--- src/rtl/mem_arb_pkg.sv ---
// Shared types and constants for the two-port cache-line memory arbiter.
package mem_arb_pkg;

  localparam int ADDR_W_DEF = 32;
  localparam int DATA_W_DEF = 256;

  localparam logic PORT_I = 1'b0;
  localparam logic PORT_D = 1'b1;

  typedef enum logic [1:0] {
    ST_IDLE    = 2'd0,
    ST_BUSY    = 2'd1,
    ST_RELEASE = 2'd2
  } arb_state_e;

endpackage

--- src/rtl/rr_pick2.sv ---
// Two-way round-robin selector: on a tie the port that did not win last time is chosen.
module rr_pick2
  import mem_arb_pkg::*;
(
  input  logic req0,
  input  logic req1,
  input  logic last_grant,
  output logic valid,
  output logic idx
);

  always_comb begin
    valid = req0 | req1;
    idx   = PORT_I;
    if (req0 && req1) begin
      idx = ~last_grant;
    end else if (req1) begin
      idx = PORT_D;
    end
  end

endmodule

--- src/rtl/mem_arbiter.sv ---
// Arbitrates instruction- and data-cache line requests onto one off-chip memory port.
//   state      | meaning
//   ST_IDLE    | no transaction; pick a requester
//   ST_BUSY    | request presented to memory, waiting for mem_ack_i
//   ST_RELEASE | one-cycle gap so the acked requester can drop its enable
module mem_arbiter
  import mem_arb_pkg::*;
#(
  parameter int ADDR_W  = ADDR_W_DEF,
  parameter int DATA_W  = DATA_W_DEF,
  parameter int TIMEOUT = 255
) (
  input  logic              clk_i,
  input  logic              rst_i,
  input  logic              req0_enable_i,
  input  logic              req0_write_i,
  input  logic [ADDR_W-1:0] req0_addr_i,
  input  logic [DATA_W-1:0] req0_data_i,
  output logic              req0_ack_o,
  output logic [DATA_W-1:0] req0_data_o,
  input  logic              req1_enable_i,
  input  logic              req1_write_i,
  input  logic [ADDR_W-1:0] req1_addr_i,
  input  logic [DATA_W-1:0] req1_data_i,
  output logic              req1_ack_o,
  output logic [DATA_W-1:0] req1_data_o,
  output logic              mem_enable_o,
  output logic              mem_write_o,
  output logic [ADDR_W-1:0] mem_addr_o,
  output logic [DATA_W-1:0] mem_data_o,
  input  logic [DATA_W-1:0] mem_data_i,
  input  logic              mem_ack_i,
  output logic              busy_o,
  output logic              grant_o,
  output logic              timeout_o
);

  localparam logic [7:0] TIMEOUT_CNT = 8'(TIMEOUT);

  arb_state_e        state;
  logic              last_grant;
  logic              grant_q;
  logic [7:0]        cnt;
  logic [7:0]        cnt_inc;
  logic              timeout_q;
  logic [ADDR_W-1:0] addr_q;
  logic [DATA_W-1:0] data_q;
  logic              write_q;
  logic              pick_valid;
  logic              pick_idx;
  logic              ack_hit;

  rr_pick2 u_pick (
    .req0       (req0_enable_i),
    .req1       (req1_enable_i),
    .last_grant (last_grant),
    .valid      (pick_valid),
    .idx        (pick_idx)
  );

  assign cnt_inc = (cnt == 8'hFF) ? cnt : cnt + 8'd1;

  always_ff @(posedge clk_i) begin
    if (!rst_i) begin
      state      <= ST_IDLE;
      last_grant <= PORT_D;
      grant_q    <= PORT_I;
      cnt        <= 8'd0;
      timeout_q  <= 1'b0;
      addr_q     <= '0;
      data_q     <= '0;
      write_q    <= 1'b0;
    end else begin
      case (state)
        ST_IDLE: begin
          if (pick_valid) begin
            state      <= ST_BUSY;
            grant_q    <= pick_idx;
            last_grant <= pick_idx;
            cnt        <= 8'd0;
            addr_q     <= pick_idx ? req1_addr_i  : req0_addr_i;
            data_q     <= pick_idx ? req1_data_i  : req0_data_i;
            write_q    <= pick_idx ? req1_write_i : req0_write_i;
          end
        end
        ST_BUSY: begin
          cnt <= cnt_inc;
          // Sticky: a stuck memory is flagged but the transaction keeps waiting.
          if (cnt_inc == TIMEOUT_CNT) timeout_q <= 1'b1;
          if (mem_ack_i) state <= ST_RELEASE;
        end
        ST_RELEASE: state <= ST_IDLE;
        default:    state <= ST_IDLE;
      endcase
    end
  end

  // Outputs are forced low whenever reset is asserted, even before the reset edge.
  assign ack_hit      = rst_i && (state == ST_BUSY) && mem_ack_i;
  assign req0_ack_o   = ack_hit && (grant_q == PORT_I);
  assign req1_ack_o   = ack_hit && (grant_q == PORT_D);
  assign req0_data_o  = req0_ack_o ? mem_data_i : '0;
  assign req1_data_o  = req1_ack_o ? mem_data_i : '0;
  assign mem_enable_o = rst_i && (state == ST_BUSY);
  assign mem_write_o  = rst_i && write_q;
  assign mem_addr_o   = rst_i ? addr_q : '0;
  assign mem_data_o   = rst_i ? data_q : '0;
  assign busy_o       = rst_i && (state != ST_IDLE);
  assign grant_o      = rst_i && grant_q;
  assign timeout_o    = rst_i && timeout_q;

endmodule

--- config.mk ---
export PLATFORM = sky130hd
export DESIGN_NAME = mem_arbiter
export DESIGN_NICKNAME = d
export VERILOG_FILES = /design/src/rtl/mem_arb_pkg.sv /design/src/rtl/rr_pick2.sv /design/src/rtl/mem_arbiter.sv
export SDC_FILE = /design/constraint.sdc
export NUM_CORES = 1
export LEC_CHECK = 0
export CAP_MARGIN = 30
export CELL_PAD_IN_SITES_DETAIL_PLACEMENT = 0
export CELL_PAD_IN_SITES_GLOBAL_PLACEMENT = 1
export CORE_AREA = 4 4 633 635
export CTS_BUF_LIST = sky130_fd_sc_hd__clkbuf_16
export DETAILED_ROUTE_END_ITERATION = 10
export DIE_AREA = 0 0 637 639
export HOLD_SLACK_MARGIN = 0.02
export PLACE_DENSITY = 0.33
export SLEW_MARGIN = 30
export SYNTH_ARGS = -nofsm -noshare
export SYNTH_HDL_FRONTEND = slang
export SYNTH_HIERARCHICAL = 1
export SYNTH_SLANG_ARGS = --single-unit
--- constraint.sdc ---
create_clock -name clk_i -period 2.4 [get_ports clk_i]
set_input_delay 0.48 -clock clk_i [delete_from_list [all_inputs] [get_ports clk_i]]
set_output_delay 0.48 -clock clk_i [all_outputs]
set_load 0.05 [all_outputs]
**Yosys cells after proc, flatten, opt, wreduce, memory -nomap -nowiden**

Index checks and enable logic that the tools add are counted.

- Output and inout port bits: 807
- Input bits: 839
- Flip-flop bits (word level): 302
- Logic and storage cells: 48

- $add $sub $neg: 1
- Bitwise logic cells: 3
- Mux-type cells: 15
- Eq/ne operators: 5
- Reductions and logical operators: 16

Operators with widths:

| cell | number |
|---|---|
| 2-to-1 mux 256 bit | 4 |
| 2-to-1 mux 32 bit | 2 |
| == test 8 bit, second input constant | 2 |
| 2-to-1 mux 8 bit | 2 |
| one-hot mux 8 bit (2 select lines) | 1 |
| logical AND 1 bit | 9 |
| adder 8 x 1 -> 8 bit, second input constant | 1 |
| AND reduction 2 bit | 4 |
| 2-to-1 mux 2 bit | 2 |
| != test 2 bit, second input constant | 2 |
| one-hot mux 2 bit (2 select lines) | 1 |
| nonzero test 2 bit | 2 |
| 2-to-1 mux 1 bit | 3 |
| == test 2 x 1 -> 1 bit, second input constant | 1 |
| logical NOT 2 bit | 1 |
| inverter 1 bit | 2 |
| bitwise OR 1 bit | 1 |

**Longest topological paths before layout**

Gate-level depths: netlist of the first run.

- Depth after elaboration: 5
- Depth in mapped cells: 8
- Depth with buffers taken out: 5

**Cells and area by module**

The synthesis of the first run kept the hierarchy.

Modules (own cells, without submodules):

| module | instances | sequential area each (µm²) | area an instance (µm²) | cells each |
|---|---|---|---|---|
| mem_arbiter | 1 | 6,045.8 | 18,850.6 | 2,299 |
| rr_pick2 | 1 | 0.0 | 13.8 | 2 |

**Worst setup path before layout of the first run**

OpenSTA, ideal clock, no wires.

- Path type: input -> output
- From: input port rst_i
- To: output port req0_data_o[246]
- Buffers on the path: 3
- Stages: 6
- Data required time: 1.920 ns
- Path slack: -0.058 ns
- Data arrival time: 1.978 ns
- Path through: clkbuf_1 -> and3_1 -> buf_2 -> and2b_4 -> buf_2 -> and2_1

- Cells in the longest elaborated chain, start to end: 4

RTL lines:

| element | line | source |
|---|---|---|
| start, declared | mem_arbiter.sv:14 | `input logic rst_i,` |
| logical AND 1 bit (2 in series) | mem_arbiter.sv:99 | `assign ack_hit = rst_i && (state == ST_BUSY) && mem_ack_i;` |
| logical AND 1 bit | mem_arbiter.sv:100 | `assign req0_ack_o = ack_hit && (grant_q == PORT_I);` |
| net req0_ack_o | mem_arbiter.sv:19 | `output logic req0_ack_o,` |
| 2-to-1 mux 256 bit | mem_arbiter.sv:102 | `assign req0_data_o = req0_ack_o ? mem_data_i : '0;` |
| end, declared | mem_arbiter.sv:20 | `output logic [DATA_W-1:0] req0_data_o,` |

The timed path passes the listed nets, and every way through them passes these cells.

**Final worst setup path of the first run**

- From: register state[0]
- To: output port req0_data_o[133]

- Cells in the longest elaborated chain, start to end: 5

RTL lines:

| element | line | source |
|---|---|---|
| start, declared | mem_arbiter.sv:40 | `arb_state_e state;` |
| start signal, assigned | mem_arbiter.sv:65 | `state <= ST_IDLE;` |
| start signal, assigned | mem_arbiter.sv:77 | `state <= ST_BUSY;` |
| start signal, assigned | mem_arbiter.sv:90 | `if (mem_ack_i) state <= ST_RELEASE;` |
| == test 2 x 1 -> 1 bit | mem_arbiter.sv:99 |  |
| logical AND 1 bit (2 in series) | mem_arbiter.sv:99 |  |
| logical AND 1 bit | mem_arbiter.sv:100 |  |
| 2-to-1 mux 256 bit | mem_arbiter.sv:102 |  |

No other way between the ends.

==> summary.md, run 1 <==
| Metric | Value |
|---|---|
| Worst-Margin Slew | 0.8131 ns |
| CP startpoint kind | register |
| Clk slew on worst S/H paths | 0.06 ns |
| Endpoints failing setup | 560 |
| Final GP Congestion | ~0.94 |
| Crit Path Class | reg -> out |
| CP endpoint kind | output pin |
| GRT Total Usage | 13.34% |
| CTS tree | yes |
| Power Dens Cells | 403.1 mW/mm2 |
| Storage cell area | about 0.006 mm2 |
| Commonest cells post-synth | and2_1, dfxtp_1, nor2_1, a211oi_1, mux2i_1 |
| Period minus WS final | between 2 and 3 ns |
| Clock latency on the worst-skew pair | about 0.64 ns |
| Clk_skew | 0.03108 ns |
| Clock root cell | clkbuf_16 |
| Layout cells sized above 1 | 34.16% |
| Io pins | between 1500 and 2000 |
| CP Data Arrival Time | 2.44 ns |
| Sink Count | 302 |
| Wire per inst | 30.11 um |
| RSZ-0062 raised after global routing | true |
| Fin. Hold Viols | 0 |
| Hold_buf cts | 0 |
| Synth top area share | about 32% |
| FILL cells | 44438 |
| Distinct cells, synth | 35 |
| Yosys top cell by area | dfxtp_1 |
| Die width | 637 um |
| PortBufs | 1645 |
| Syn avg cell area | ~8.2 um2 |
| Maximum VDD drop | between 0.4 and 0.5 mV |
| Clk buf depth | 3 |
| DRT Pass-1 Iters | 5 |
| Max Cap Violations | 0 |
| Row count | 231 |
| Post-synth EDFFs | 0 |
| Slew HR | 45.80% |
| Synthesis warning total | 6 |
| FF-to-FF path depth | 8 |
| Top-count cell post-synth | and2_1 |
| Critical path peak fanout | 25 |
| Hold Path Stages | 3 |
| M1 WL | 93400 um |
| Status | complete, but fails checks |
| Largest net degree at the start of global routing | 130 |
| Synth Flop Type | dfxtp_1 |
| FF+latch count, synth | 302 |
| Cts bufs inserted | 44 |
| Via density | 2.730 |
| GRT overflow | 0 |
| Routed WL | 284500 um |
| Peak Freq | 342.2 MHz |
| Worst endpoint required time | 1.92 ns |
| Met2 wire length | 158700 um |
| Post-route ant nets | 0 |
| Fin crit share | 121.8% |
| Post-synthesis net count | approximately 3100 |
| DR vias | 25793 |
| DP HPWL | approximately 250000 um |
| Starting Density | 4.775% |
| Nets | about 4900 |
| Final WS setup | -0.5223 ns |
| Min-Delay Path Class | in -> reg |
| Slew Viols, Final | 0 |
| Met3 wire length | between 20000 and 25000 um |
| Initial drt markers | approximately 1200 |
| Seq/Total Area, Yosys | between 30% and 40% |
| WHS | a little under 0.5 ns |
| Die Y | around 640 um |
| Synth Instances | 2301 |
| Pre-CTS setup slack | -0.5795 ns |
| Top layer in use | met5 |
| Area occupied by multi-input gates | 0.01210 mm2 |
| Core footprint | about 0.4 mm2 |
| DRC | 0 |
| Initial antenna violation count | 220 |
| Setup TNS | -212.93 ns |
| Pleak | 21.17 nW |
| Via count of the first global-routing pass | 26019 |
| Failing checks | setup timing |
| P&R area growth vs syn | 193.1% |
| Die area | 0.4070 mm2 |
| H-tree levels | 2 |
| First-pass GRT wire length | 344300 um |
| Ys async rst share | 0% |
| Mapped cell area | between 0.015 and 0.02 mm2 |
| Top cells by area, synth | dfxtp_1, and2_1, mux2i_1 |
-- timing repair --
action | CTS | global route
setup endpoints to repair | 623 | 624
gates cloned | 15 | 6
gates resized for setup | 141 | 80
hold endpoints to repair | 0 | 0
pin swaps | 14 | 11
setup buffers | 14 | 6
-- power by group --
group	internal (mW)	total [mW]	switching, mW
sequential	5.60	5.88	0.274
clock	3.61	6.53	2.92
combinational	4.63	9.88	5.25
total	13.8	22.3	8.44
-- sequential cells by signal, indices dropped and copies added (netlist names) --
name,count
addr_q,32
timeout_q,1
state,2
write_q,1
cnt,8
last_grant,1
data_q,256
grant_q,1
-- layout by cell type (no fill, tap or decap), types with 3 or more instances in the layout --
cell and count:
buf_12 902, clkdlybuf4s50_1 837, and2_1 394, nor2_1 299, dfxtp_1 299, a211oi_1 292, mux2i_1 290, and3_1 236
buf_4 224, and2_4 149, diode_2 79, clkbuf_16 49, buf_16 22, and3_4 19, nand2_1 14, inv_1 12
clkinv_1 9, buf_6 8, a21oi_1 7, and2_2 6, buf_8 6, nand3_1 5, and3_2 4, clkinv_2 4
nor3_1 3, a311oi_1 3
-- layer usage --
| layer | track usage [%] | up-vias |
|---|---|---|
| met5 | 0 | - |
| met4 | 4.019 | 72 |
| met3 | 3.955 | 413 |
| met2 | 26.70 | 1249 |
| met1 | 12.89 | 12368 |
| li1 | - | 11691 |
-- worst max-delay path, stage by stage (launching register included) --
cell,delay (ns)
dfxtp_2,0.32
nor2b_4,0.15
and3_4,0.22
and2b_4,0.19
buf_16,0.21
clkbuf_16,0.25
and2_1,0.18
buf_12,0.15
-- per-stage QoR --
| step | instance area [um2] | util (%) | power [mW] | instances |
|---|---|---|---|---|
| finish | 55290 | 13.99 | 22.29 | 9449 |
| global route | 55220 | 13.98 | 23.47 | 9423 |
| CTS | 54720 | 13.85 | 23.08 | 9360 |
| detailed placement | 52420 | 13.27 | 15.88 | 9256 |
| global placement | 52420 | 13.27 | 15.88 | 9256 |
| floorplan | 18880 | - | 9.660 | 2301 |
-- cells by family (layout without fill, tap and decap cells) --
kind of cell / count (synthesis) / count (layout) / synth area share [%]
adder cells (fa/ha/maj): 1 / 1 / 0.06632
buffers and inverters: 255 / 2082 / 6.453
flip-flops: 302 / 302 / 32.05
AO/OA/AOI/OAI: 313 / 313 / 12.37
other: 0 / 79 / 0
multiplexers: 290 / 290 / 15.39
AND/OR/NAND/NOR: 1140 / 1140 / 33.67
-- final timing paths --
| path | startpoint | slack, ns | to |
|---|---|---|---|
| hold reg to reg | data_q[255] | 0.49 | data_q[255] |
| setup / recovery | state[0] | -0.52 | req0_data_o[133] |
| hold / removal | req0_data_i[45] | 0.48 | data_q[45] |
| setup reg to reg | state[0] | 0.34 | data_q[80] |
-- area by class of cell --
type	instances	area share, %
well taps	5242	11.86
inverters	3	0.03395
clock buffers	45	2.037
diodes	79	0.3576
repair buffers	2004	52.49
clock inverters	30	0.3893
multi-input cells	1744	21.89
flip-flops and latches	302	10.95
No activity file was read; power rests on OpenSTA's default activity.
==> run 2, diff against run 1 <==
CTS_CLUSTER_DIAMETER = 30   (was default)
==> run 2 against run 1 <==
Effect of this change: die area is the same; power grew 35%; the run still ends with setup timing left; core utilization grew 0.59 points; hold slack lost 0.082 ns; cell count grew 1.5%; count of clock-buffer cells in the layout grew 77; combinational power is essentially flat; clock power grew 120%; setup slack lost 0.055 ns; via count grew 2.4%.
==> summary.md, run 2 (synthesized netlist as in run 1, its figures left out) <==
| Metric | Value |
|---|---|
| Die width | 637 um (unchanged) |
| Worst hold start | req0_addr_i[5] |
| Max Cap Violations | 0 (unchanged) |
| R2R Setup Slk | 0.33 ns (about the same) |
| PortBufs | 1645 (unchanged) |
| Crit-path cells | nor2b_4 > and3_4 > and2b_4 > buf_16 > clkbuf_16 > and2_1 > buf_12 |
| Critical path's slowest cell | dfxtp_2 |
| Net Sw Power | 9.978 mW (+18%) |
| Period minus WS final | 2.977 ns (+0.05490 ns) |
| Critical path peak fanout | 25 (unchanged) |
| Largest delay share family, worst path | simple AND/OR/NAND/NOR gates |
| Final GP Congestion | 0.9381 (unchanged) |
| CP Data Arrival Time | 2.50 ns (+0.06 ns) |
| Row count | 231 (unchanged) |
| Maximum VDD drop | 0.5406 mV (+9.3%) |
| Sink Count | 302 (unchanged) |
| Failing checks | setup timing |
| Slew Viols, Final | 0 (unchanged) |
| GRT Total Usage | 13.37% (+0.030 points) |
| Finished Layout Cells | 9595 (+1.5%) |
| Clock power frac | 47.4% (+18 points) |
| Worst endpoint required time | 1.92 ns (about the same) |
| Top reg by flops | data_q |
| Final WS setup | -0.5772 ns (-0.05490 ns) |
| DRC | 0 (unchanged) |
| Layout cells sized above 1 | 34.98% (+0.82 points) |
| Worst setup endpoint | req0_data_o[133] |
| Io pins | 1646 (unchanged) |
| Clk buf depth | 3 (unchanged) |
| P&R area growth vs syn | 205.5% |
| Worst-Margin Slew | 0.8298 ns (+0.01676 ns) |
| Initial drt markers | 1293 (+6.5%) |
| CP startpoint kind | register |
| CP endpoint kind | output pin |
| Flop pwr share | 19.7% (-6.7 points) |
| WHS | 0.3998 ns (-0.08228 ns) |
| Largest registers | data_q: 256 flops, addr_q: 32 flops, cnt: 8 flops |
| GRT overflow | 0 (unchanged) |
| CTS tree | yes |
| Fin. Hold Viols | 0 (unchanged) |
| Dpl cells | 9256 (unchanged) |
| Initial antenna violation count | 221 (+0.45%) |
| Pleak | 22.43 nW (+6.0%) |
| Peak Freq | 335.9 MHz (-1.8%) |
| Commonest non-fill, non-tap cells in the layout | buf_12, clkdlybuf4s50_1, and2_1 |
| Slew HR | 44.68% (-1.1 points) |
| DR vias | 26414 (+2.4%) |
| First-pass GRT wire length | 345800 um (+0.44%) |
| Min-Delay Path Class | in -> reg |
| Largest net degree at the start of global routing | 130 (unchanged) |
| R2r endpoint | data_q[110] |
| DRT Pass-1 Iters | 4 (-1) |
| Core Util, Final | 14.59% (+0.59 points) |
| Power Dens Cells | 520.1 mW/mm2 (+29%) |
| Via count of the first global-routing pass | 26832 (+3.1%) |
| Logic depth of the worst path, buffers included | 7 (unchanged) |
| Die area | 0.4070 mm2 (unchanged) |
| Crit Reg-Reg Startpoint | state[0] |
| Hold_buf cts | 0 (unchanged) |
| Crit Path Class | reg -> out |
| Nets | 5012 (+1.5%) |
| DP HPWL | 251600 um (unchanged) |
| Routed WL | 284500 um (about the same) |
| Core footprint | 0.3951 mm2 (unchanged) |
| Most common cell after layout, fill and taps aside | buf_12 |
| CP max stage delay | 0.32 ns (about the same) |
| Clock root cell | clkbuf_16 |
| Clk_skew | 0.04387 ns (+0.01279 ns) |
| FF-to-FF path depth | 8 (unchanged) |
| Status | complete, but fails checks |
| WP buf/inv | 3 (unchanged) |
| RSZ-0062 raised after global routing | true |
| Max reg flops | 256 (unchanged) |
| Endpoints failing setup | 557 (-0.54%) |
| Post-route ant nets | 0 (unchanged) |
| Die Y | 639 um (unchanged) |
| H-tree levels | 3 (+1) |
| Cts bufs inserted | 121 (+180%) |
| Wire per inst | 29.66 um (-1.5%) |
| Switching Share | 33.29% (-4.6 points) |
| Via density | 2.753 (+0.85%) |
| CP startpoint | state[0] |
| Pint | 20.00 mW (+44%) |
| Clk slew on worst S/H paths | 0.04 ns (-0.02 ns) |
| Clock latency on the worst-skew pair | 0.70 ns (+0.06 ns) |
| Starting Density | 4.775% (unchanged) |
| Fin crit share | 124.0% (+2.3 points) |
| Total power | 29.98 mW (+35%) |
| Combinational share of power | 32.9% (-11 points) |
run 2: worst min path at each step:
stage                        endpoint  slack, ns  cells after the start
after floorplan             timeout_q       0.42                      2
after global routing       data_q[35]       0.35                      3
final                       addr_q[5]       0.40                      3
after global placement    data_q[122]       0.48                      2
after CTS                   addr_q[5]       0.29                      3
after detailed placement   data_q[73]       0.49                      2
run 2: layout make-up:
type,instances,area [um2]
Fill cell,44295,337500
Timing Repair Buffer,2000,28940
Multi-Input combinational cell,1744,12060
Tap cell,5242,6559
Sequential cell,302,6052
Clock buffer,122,3053
Clock inverter,106,757.0
Antenna cell,76,190.2
Inverter,3,18.77
run 2: stage by stage:
stage	cell area, um2	setup TNS, ns	worst slack [ns]
floorplan	18880	0	0.03585
global placement	52420	-291.61	-0.6106
detailed placement	52420	-273.04	-0.5795
CTS	57190	-310.77	-0.6882
global route	57580	-315.78	-0.6896
finish	57630	-240.51	-0.5772
run 2: worst min-delay path, delay by kind of cell:
family / cells / cell delay [ns]
buffers and inverters: 1 / 0.40
muxes: 1 / 0.12
AOI/OAI and AO/OA: 1 / 0.08
run 2: what timing repair did:
action / 4_1_cts / 5_1_grt
endpoints found under the setup margin: 623 / 625
hold endpoints to repair: 0 / 0
resized for setup: 141 / 68
cloned: 15 / 3
buffers inserted: 14 / 5
pin swaps: 14 / 13
run 2: layer usage:
| metal | vias to the layer above | global-route usage (%) | part of all wire (%) |
|---|---|---|---|
| li1 | 11891 | - | - |
| met1 | 12642 | 12.83 | 33 |
| met2 | 1336 | 26.57 | 56 |
| met3 | 475 | 4.224 | 7.3 |
| met4 | 70 | 4.231 | 3.8 |
| met5 | - | 0 | 0.17 |
run 2: power groups by stage:
stage	Clock (mW)	Sequential, mW	Combinational [mW]
after floorplan	0	5.89	3.77
final	14.2	5.91	9.86
after global placement	0	5.98	9.89
after detailed placement	0	5.99	9.88
after global routing	15.0	5.99	10.4
after CTS	14.7	5.92	10.1
